**config.mk**
```make
export PLATFORM = sky130hd
export DESIGN_NAME = mod_add_sub_flat
export DESIGN_NICKNAME = d
export VERILOG_FILES = /design/src/rtl/ntt_pkg.sv /design/src/rtl/mod_add_sub_if.sv /design/src/rtl/ripple_carry_adder.sv /design/src/rtl/mod_add_sub.sv /design/src/flat_wrapper.sv
export SDC_FILE = /design/constraint.sdc
export NUM_CORES = 1
export LEC_CHECK = 0
export ABC_AREA = 1
export CORE_MARGIN = 2
export CORE_UTILIZATION = 45
export DETAILED_ROUTE_END_ITERATION = 10
export MAX_ROUTING_LAYER = met4
export PLACE_DENSITY_LB_ADDON = 0.12
export RECOVER_POWER = 50
export SLEW_MARGIN = 30
export SYNTH_ARGS = -nofsm -noshare
export SYNTH_HDL_FRONTEND = slang
export SYNTH_HIERARCHICAL = 1
export SYNTH_SLANG_ARGS = --single-unit
```
**constraint.sdc**
```tcl
create_clock -name clk -period 6 [get_ports clk]
set_input_delay 0.9 -clock clk [delete_from_list [all_inputs] [get_ports clk]]
set_output_delay 0.9 -clock clk [all_outputs]
set_load 0.02 [all_outputs]
```
**src/rtl/ntt_pkg.sv**
```systemverilog
// Shared NTT datapath constants: default operand width/modulus and op encoding.
package ntt_pkg;
    localparam int   NTT_WIDTH = 12;
    localparam int   NTT_Q     = 3329;
    localparam logic OP_ADD    = 1'b0;
    localparam logic OP_SUB    = 1'b1;
endpackage

```
**src/rtl/mod_add_sub_if.sv**
```systemverilog
// Operand/result handshake bundle for mod_add_sub; master = producer/consumer side, slave = the block.
interface mod_add_sub_if #(
    parameter int WIDTH = 12,
    parameter int TAG_W = 4
);
    logic             in_valid;
    logic             in_ready;
    logic             op_sub;
    logic [WIDTH-1:0] a;
    logic [WIDTH-1:0] b;
    logic [TAG_W-1:0] tag_in;
    logic             out_valid;
    logic             out_ready;
    logic [WIDTH-1:0] res;
    logic [TAG_W-1:0] tag_out;

    modport master (
        output in_valid, op_sub, a, b, tag_in, out_ready,
        input  in_ready, out_valid, res, tag_out
    );

    modport slave (
        input  in_valid, op_sub, a, b, tag_in, out_ready,
        output in_ready, out_valid, res, tag_out
    );
endinterface

```
**src/rtl/ripple_carry_adder.sv**
```systemverilog
// WIDTH-bit ripple-carry adder from a chain of full-adder cells; purely combinational.
module ripple_carry_adder #(
    parameter int WIDTH = 12
) (
    input  logic [WIDTH-1:0] x,
    input  logic [WIDTH-1:0] y,
    input  logic             cin,
    output logic [WIDTH-1:0] sum,
    output logic             cout
);
    logic carry;

    always_comb begin
        sum   = '0;
        carry = cin;
        for (int i = 0; i < WIDTH; i++) begin
            sum[i] = x[i] ^ y[i] ^ carry;
            carry  = (x[i] & y[i]) | (carry & (x[i] ^ y[i]));
        end
        cout = carry;
    end
endmodule

```
**src/rtl/mod_add_sub.sv**
```systemverilog
// Two-stage valid/ready modular add/sub, 2-cycle latency, holds output and buffers 2 ops under backpressure.
// Optional sticky out-of-range flag via MOD_ADD_SUB_RANGE_CHECK_EN.
module mod_add_sub
    import ntt_pkg::*;
#(
    parameter int WIDTH = NTT_WIDTH,
    parameter int Q     = NTT_Q,
    parameter int TAG_W = 4
) (
    input  logic           clk,
    input  logic           rst,
    mod_add_sub_if.slave   io
`ifdef MOD_ADD_SUB_RANGE_CHECK_EN
    ,
    output logic           range_err
`endif
);
    localparam logic [WIDTH-1:0] Q_W = WIDTH'(Q);

    logic             v1_q, v1_d;
    logic             op1_q, op1_d;
    logic [WIDTH:0]   t1_q, t1_d;
    logic [TAG_W-1:0] tag1_q, tag1_d;
    logic             v2_q, v2_d;
    logic [WIDTH-1:0] res_q, res_d;
    logic [TAG_W-1:0] tag_out_q, tag_out_d;

    logic             ld1, ld2, in_xfer;
    logic [WIDTH-1:0] add1_y, sum1, add2_y, sum2;
    logic             cout1, cout2, use_corr;

    assign ld2     = !v2_q || io.out_ready;
    assign ld1     = !v1_q || ld2;
    assign in_xfer = io.in_valid && ld1;

    // Subtract as a + ~b + 1 so the carry out is the inverted borrow.
    assign add1_y = (io.op_sub == OP_SUB) ? ~io.b : io.b;

    ripple_carry_adder #(.WIDTH(WIDTH)) u_stage1_add (
        .x    (io.a),
        .y    (add1_y),
        .cin  (io.op_sub),
        .sum  (sum1),
        .cout (cout1)
    );

    // Add path subtracts Q (carry out => low part >= Q); sub path adds Q back.
    assign add2_y = (op1_q == OP_SUB) ? Q_W : ~Q_W;

    ripple_carry_adder #(.WIDTH(WIDTH)) u_stage2_corr (
        .x    (t1_q[WIDTH-1:0]),
        .y    (add2_y),
        .cin  (op1_q == OP_ADD),
        .sum  (sum2),
        .cout (cout2)
    );

    assign use_corr = (op1_q == OP_SUB) ? !t1_q[WIDTH] : (t1_q[WIDTH] || cout2);

    always_comb begin
        v1_d      = ld1 ? io.in_valid : v1_q;
        op1_d     = op1_q;
        t1_d      = t1_q;
        tag1_d    = tag1_q;
        v2_d      = ld2 ? v1_q : v2_q;
        res_d     = res_q;
        tag_out_d = tag_out_q;
        if (in_xfer) begin
            op1_d  = io.op_sub;
            t1_d   = {cout1, sum1};
            tag1_d = io.tag_in;
        end
        if (ld2 && v1_q) begin
            res_d     = use_corr ? sum2 : t1_q[WIDTH-1:0];
            tag_out_d = tag1_q;
        end
    end

`ifdef MOD_ADD_SUB_RANGE_CHECK_EN
    logic range_err_q, range_err_d;

    always_comb begin
        range_err_d = range_err_q || (in_xfer && ((io.a >= Q_W) || (io.b >= Q_W)));
    end

    always_ff @(posedge clk or posedge rst) begin
        if (rst) range_err_q <= 1'b0;
        else     range_err_q <= range_err_d;
    end

    assign range_err = range_err_q;
`endif

    always_ff @(posedge clk or posedge rst) begin
        if (rst) begin
            v1_q      <= 1'b0;
            op1_q     <= OP_ADD;
            t1_q      <= '0;
            tag1_q    <= '0;
            v2_q      <= 1'b0;
            res_q     <= '0;
            tag_out_q <= '0;
        end else begin
            v1_q      <= v1_d;
            op1_q     <= op1_d;
            t1_q      <= t1_d;
            tag1_q    <= tag1_d;
            v2_q      <= v2_d;
            res_q     <= res_d;
            tag_out_q <= tag_out_d;
        end
    end

    assign io.in_ready  = ld1;
    assign io.out_valid = v2_q;
    assign io.res       = res_q;
    assign io.tag_out   = tag_out_q;
endmodule

```
**src/flat_wrapper.sv**
```systemverilog
// flat-port wrapper written by rule: the top's interface ports become plain ports
module mod_add_sub_flat import ntt_pkg::*;
#(
    parameter int WIDTH = NTT_WIDTH,
    parameter int Q     = NTT_Q,
    parameter int TAG_W = 4
)
  (clk, rst, io_in_valid, io_op_sub, io_a, io_b, io_tag_in, io_out_ready, io_in_ready, io_out_valid, io_res, io_tag_out);
  mod_add_sub_if #(.WIDTH(WIDTH), .TAG_W(TAG_W)) io_i ();
  input  logic clk;
  input  logic rst;
  input wire logic [$bits(io_i.in_valid)-1:0] io_in_valid;
  input wire logic [$bits(io_i.op_sub)-1:0] io_op_sub;
  input wire logic [$bits(io_i.a)-1:0] io_a;
  input wire logic [$bits(io_i.b)-1:0] io_b;
  input wire logic [$bits(io_i.tag_in)-1:0] io_tag_in;
  input wire logic [$bits(io_i.out_ready)-1:0] io_out_ready;
  output wire logic [$bits(io_i.in_ready)-1:0] io_in_ready;
  output wire logic [$bits(io_i.out_valid)-1:0] io_out_valid;
  output wire logic [$bits(io_i.res)-1:0] io_res;
  output wire logic [$bits(io_i.tag_out)-1:0] io_tag_out;
  assign io_i.in_valid = io_in_valid;
  assign io_i.op_sub = io_op_sub;
  assign io_i.a = io_a;
  assign io_i.b = io_b;
  assign io_i.tag_in = io_tag_in;
  assign io_i.out_ready = io_out_ready;
  assign io_in_ready = io_i.in_ready;
  assign io_out_valid = io_i.out_valid;
  assign io_res = io_i.res;
  assign io_tag_out = io_i.tag_out;
  mod_add_sub #(.WIDTH(WIDTH), .Q(Q), .TAG_W(TAG_W)) u_core (.clk(clk), .rst(rst), .io(io_i));
endmodule
```
==> results of run 1 <==
==> path summary, 6_finish.rpt <==
path                                   from              endpoint  slack (ns)  depth (start not counted)
setup / recovery                    io_a[0]       u_core/t1_q[11]        0.32                         19
hold / removal             u_core/io.res[5]      u_core/io.res[5]        0.48                          2
setup reg to reg               u_core/op1_q      u_core/io.res[9]        0.34                         21
hold reg to reg            u_core/io.res[5]      u_core/io.res[5]        0.48                          2
max in group asynchronous               rst          u_core/op1_q        3.12                          3
min in group asynchronous               rst  u_core/io.tag_out[0]        1.70                          3
==> power breakdown <==
part | leakage [nW] | internal [mW] | switching [mW] | total, mW
clock | 0.0455 | 0.0934 | 0.0765 | 0.170
combinational | 1.02 | 0.241 | 0.284 | 0.525
sequential | 0.423 | 0.323 | 0.0474 | 0.370
total | 1.49 | 0.657 | 0.408 | 1.06
==> cell usage in the layout (no fill, tap or decap) <==
master,netlist,final
nand2_1,52,53
inv_1,47,47
clkdlybuf4s50_1,0,46
nand3_1,41,42
dfrtp_1,36,35
nor2_1,14,14
fa_1,24,14
a21oi_1,13,13
xor2_1,12,11
fa_2,0,10
clkbuf_8,0,6
buf_4,3,4
clkbuf_1,0,3
dlymetal6s2s_1,0,2
dlygate4sd3_1,0,2
o21bai_1,1,1
nand2_2,1,1
xor2_2,0,1
dfrtp_2,0,1
inv_2,1,1
==> area by class of cell <==
| cell class | instances | area [µm²] |
|---|---|---|
| tap | 70 | 87.6 |
| sequential | 36 | 902 |
| multi-input combinational | 160 | 1160 |
| timing repair buffer | 55 | 539 |
| inverter | 48 | 180 |
| fill | 462 | 2080 |
| clock buffer | 8 | 90.1 |
==> worst reg2reg max path, delay by kind of cell, from the launching register on <==
| family | cells | cell delay, ns |
|---|---|---|
| fa+ha+maj | 12 | 4.29 |
| flops | 1 | 0.45 |
| buf+inv | 5 | 0.44 |
| simple gates | 3 | 0.23 |
| compound gates | 1 | 0.13 |
==> per-layer routing <==
metal	vias to the layer above	GRT usage	wire length [µm]
li1	874	-	-
met1	725	0.223	1910
met2	44	0.243	1620
met3	6	0.0397	170
met4	0	0.0526	65
met5	-	-	0
==> state kept, by name, indices dropped and copies added (netlist names) <==
| register | cells |
|---|---|
| u_core/io.out_valid | 1 |
| u_core/op1_q | 1 |
| u_core/io.tag_out | 4 |
| u_core/tag1_q | 4 |
| u_core/v1_q | 1 |
| u_core/io.res | 12 |
| u_core/t1_q | 13 |
==> cells by family after synthesis <==
| logic type | Yosys count |
|---|---|
| simple gates | 110 |
| compound gates | 14 |
| fa+ha+maj | 24 |
| buf+inv | 59 |
| xor+xnor | 12 |
| flops | 36 |
==> timing repair <==
item                       in CTS  in global routing
gates resized for setup         4                 10
setup endpoints to repair       1                 13
pin swaps                       0                  0
setup buffers                   0                  1
==> reports/qor.yml, run 1 <==
job:
  cap_violations: 1
layout:
  fin_nets: 363
  postLayoutCellArea_um2: 2960
  drive_above_1_share: 0.0782
  final_core_util: 0.587
  fin_cells: 377
  syn2layout_area_growth_pct: 28.1
  num_antenna_cells: 0
setup_path:
  cp-start-kind: "input pin"
  cp_slowest_cell: "clkdlybuf4s50_1"
  arrival_ns: 5.87
  path_cells: "clkdlybuf4s50_1, fa_2, inv_2, fa_2, inv_1, fa_2, fa_2, fa_2, fa_2, fa_2, fa_2, fa_2, fa_2, fa_1, inv_1, fa_1, inv_1, nor2_1, a21oi_1"
  worstPathMaxFanout: 1
  cp_common_cell: "fa_2"
  endpoint_kind: "flip-flop"
  crit_type: "input pin to flip-flop"
  cp_top_family: "adder cells"
  critical_path_buf_inv_count: 5
  crit_path_max_incr_delay_ns: 0.43
  crit_required_ns: 6.19
floorplanning:
  coreArea_um2: 5040
  die_h_um: 75.6
  die_area_um2: 5720
  start_util: 0.458
  io_pins: 51
  rows: 26
  die_w_um: 75.6
placed_design:
  place_area_um2: 2850
  numPortBuffers: 50
  placed_cells: 368
  place_congestion: 0.810
  dp_hpwl_mm: 3.06
  pre_cts_ws_ns: -0.471
routing:
  first_pass_iters: 4
  ant_nets: 0
  vias: 1649
  drc_errors: 0
  drt-initial-drc-count: 75
  wire_per_inst_um: 9.99
  routed_wl_mm: 3.77
  routed_via_density: 4.37
yosys:
  ys_seq_elements: 36
  netlist.area_leader.share: 0.390
  syn_area_um2: 2310
  synth-simple-area-share: 0.211
  synthAdderAreaFrac: 0.208
  ys_seq_area_frac: 0.390
  synth_warnings: 6
  synthArstFlopShare: 1.00
  synthMuxAreaShare: 0
  post-synth-top-count-cell: "nand2_1"
  synth_nets: 312
  yosysTopAreaCell: "dfrtp_1"
  ys_top_cells_by_area: "dfrtp_1, fa_1, nand3_1, nand2_1, inv_1"
  synth_common_cells: "nand2_1, inv_1, nand3_1"
  synth_edf_count: 0
  ys.flop_type: "dfrtp_1"
  synth_top_family_by_area: "simple AND/OR/NAND/NOR gates"
  syn_inst: 255
  synth_xor_area_frac: 0.0455
  ys_types: 16
  synth_compound_area_frac: 0.0314
  synth.avg_cell_area_um2: 9.05
global_routing:
  grt_usage: 0.163
  overflow: 0
  grt_max_degree: 37
  antenna_found_initial: 0
  grt_pass1_vias: 1572
  grt_pass1_wl_mm: 6.85
cts:
  clk_latency_ns: 0.28
  root_buffer: "clkbuf_8"
  htreeDepth: 2
  cts_tree: "yes"
  postCtsHoldBufs: 0
  cts_sinks: 36
  cts_buffers: 5
  clkTransAtPathRegs_ns: 0.06
  cts_buffer_depth: 2
sta:
  clock_skew_ns: 0.00198
  final_hold_viol_count: 0
  hold_slack_ns: 0.477
  tightest_slew_ns: 1.81
  finalMaxSlewViolations: 37
  fmax_ghz: 0.176
  period_share: 0.946
  relSlewSlack: -0.210
  min_period_ns: 5.68
  grt_setup_unrepaired: "no"
  setup_viol: 0
  setup_tns_ns: 0
  final.setup.worst_slack_ns: 0.325
pwr:
  p_leak_nw: 1.49
  ir_drop_mv: 0.128
  p_total_mw: 1.06
  power_density_nw_per_um2: 360
hold_path:
  hp-class: "flip-flop to flip-flop"
run_status:
  run_status: "complete, but fails checks"
  violations: "capacitance limit, slew limit"
Power figures use the tool's default switching activity.
==> inputs of run 2 (changes only) <==
==> constraint.sdc (replaced) <==
create_clock -name clk -period 7.2 [get_ports clk]
set_input_delay 1.08 -clock clk [delete_from_list [all_inputs] [get_ports clk]]
set_output_delay 1.08 -clock clk [all_outputs]
set_load 0.02 [all_outputs]
==> reports/qor.yml, run 2 (synthesis gave the netlist of run 1 again) <==
run_status:
  run_status: "complete, but fails checks"  # unchanged
  violations: "capacitance limit, slew limit"  # unchanged
layout:
  fin_cells: 375  # was 377
  layout_common_cells: "nand2_1, clkdlybuf4s50_1, inv_1"  # was nand2_1, inv_1, clkdlybuf4s50_1
  largest_reg_flops: 13  # unchanged
  max_flop_register: "u_core/t1_q"  # unchanged
  num_antenna_cells: 0  # unchanged
  final_common_cell: "nand2_1"  # unchanged
  syn2layout_area_growth_pct: 26.4  # was 28.1%
  drive_above_1_share: 0.0295  # was 0.0782
  postLayoutCellArea_um2: 2920  # was 2960 µm²
  nFillCells: 470  # was 462
  final_core_util: 0.579  # was 0.587
  fin_nets: 361  # was 363
routing:
  routed_wl_mm: 3.92  # was 3.77 mm
  ant_nets: 0  # unchanged
  vias: 1669  # was 1649
  drc_errors: 0  # unchanged
  routed_via_density: 4.45  # was 4.37
  first_pass_iters: 4  # unchanged
  drt-initial-drc-count: 157  # was 75
  wire_per_inst_um: 10.5  # was 9.99 µm
placed_design:
  place_congestion: 0.817  # was 0.810
  placed_cells: 367  # was 368
  pre_cts_ws_ns: 0.443  # was -0.471 ns
  numPortBuffers: 50  # unchanged
  dp_hpwl_mm: 3.14  # was 3.06 mm
  place_area_um2: 2840  # was 2850 µm²
sta:
  tightest_slew_ns: 1.84  # was 1.81 ns
  final_hold_viol_count: 0  # unchanged
  setup_tns_ns: 0  # unchanged
  finalMaxSlewViolations: 37  # unchanged
  final.setup.worst_slack_ns: 0.725  # was 0.325 ns
  setup_viol: 0  # unchanged
  relSlewSlack: -0.229  # was -0.210
  grt_setup_unrepaired: "no"  # unchanged
  hold_slack_ns: 0.476  # was 0.477 ns
  clock_skew_ns: 0.00672  # was 0.00198 ns
  period_share: 0.899
  min_period_ns: 6.47
  fmax_ghz: 0.154
cts:
  cts_buffers: 5  # unchanged
  postCtsSetupBuffers: 0  # unchanged
  cts_sinks: 36  # unchanged
  cts_tree: "yes"  # unchanged
  clk_latency_ns: 0.28  # about the same
  cts_resized: 0  # was 4
  cts_buffer_depth: 2  # unchanged
  postCtsHoldBufs: 0  # unchanged
  clkTransAtPathRegs_ns: 0.07  # was 0.06 ns
  htreeDepth: 2  # unchanged
  root_buffer: "clkbuf_8"  # unchanged
hold_path:
  hp-class: "flip-flop to flip-flop"  # unchanged
floorplanning:
  coreArea_um2: 5040  # unchanged
  rows: 26  # unchanged
  die_area_um2: 5720  # unchanged
  die_w_um: 75.6  # unchanged
  die_h_um: 75.6  # unchanged
  io_pins: 51  # unchanged
  start_util: 0.458  # unchanged
setup_path:
  arrival_ns: 6.67  # was 5.87 ns
  crit_required_ns: 7.40  # was 6.19 ns
  crit_type: "input pin to flip-flop"  # unchanged
  endpoint_kind: "flip-flop"  # unchanged
  cp-start-kind: "input pin"  # unchanged
  worstPathMaxFanout: 2  # was 1
  ff2ff_setup_slack_ns: 0.96  # was 0.34 ns
global_routing:
  grt_usage: 0.172  # was 0.163
  grt_max_degree: 37  # unchanged
  grt_pass1_wl_mm: 7.21  # was 6.85 mm
  grt_busiest_layer: "met2"  # unchanged
  grt_use_met1: 0.243  # was 0.223
  antenna_found_initial: 0  # unchanged
  grt_pass1_vias: 1607  # was 1572
  overflow: 0  # unchanged
  met3_usage: 0.0370  # was 0.0397
  met2_usage: 0.248  # was 0.243
pwr:
  power.net_switching_mw: 0.342  # was 0.408 mW
  power.clock.fraction: 0.186  # was 0.160
  swShare: 0.376  # was 0.383
  ir_drop_mv: 0.123  # was 0.128 mV
  power_density_nw_per_um2: 311  # was 360 nW/µm²
  seqPwrFrac: 0.339  # was 0.348
  combPwrFrac: 0.475  # was 0.493
  p_leak_nw: 1.48  # was 1.49 nW
  p_int_mw: 0.566  # was 0.657 mW
  p_total_mw: 0.908  # was 1.06 mW
job:
  cap_violations: 1  # unchanged
-- run 2: area by class of cell --
class / instances / area, µm² / area share
clock buffers: 6 / 72.6 / 0.0249
clock inverters: 2 / 35.0 / 0.0120
inverters: 48 / 180 / 0.0617
multi-input cells: 160 / 1120 / 0.385
flip-flops and latches: 36 / 901 / 0.309
well taps: 70 / 87.6 / 0.0300
repair buffers: 53 / 519 / 0.178
-- run 2: routing by layer --
| metal | vias to the layer above | part of all wire |
|---|---|---|
| met4 | 0 | 0.015 |
| met5 | - | 0 |
| met1 | 751 | 0.50 |
| met3 | 4 | 0.043 |
| li1 | 872 | - |
| met2 | 42 | 0.44 |
-- run 2: worst paths after layout --
path,start,endpoint,cells after the start
worst max-delay path,io_op_sub,u_core/t1_q[11],20
worst min-delay path,u_core/io.res[5],u_core/io.res[5],2
worst max register to register,u_core/op1_q,u_core/io.res[3],21
worst min register to register,u_core/io.res[5],u_core/io.res[5],2
max in group asynchronous,rst,u_core/io.res[2],3
min in group asynchronous,rst,u_core/io.tag_out[0],3
-- run 2: power by group through the flow --
stage | clock network [mW] | logic, mW | registers, mW
floorplan | 0 | 0.240 | 0.362
global placement | 0 | 0.427 | 0.311
detailed placement | 0 | 0.435 | 0.314
CTS | 0.174 | 0.436 | 0.310
global route | 0.184 | 0.502 | 0.318
finish | 0.169 | 0.431 | 0.308
-- run 2: critical path, stage by stage --
cell             delay (ns)
clkdlybuf4s50_1        0.43
xor2_1                 0.19
fa_1                   0.41
inv_1                  0.08
fa_1                   0.16
inv_1                  0.06
fa_1                   0.41
fa_1                   0.42
fa_1                   0.39
fa_1                   0.39
fa_1                   0.39
fa_1                   0.39
fa_1                   0.39
fa_1                   0.39
fa_1                   0.36
inv_1                  0.07
fa_1                   0.40
inv_1                  0.06
nor2_1                 0.04
a21oi_1                0.15
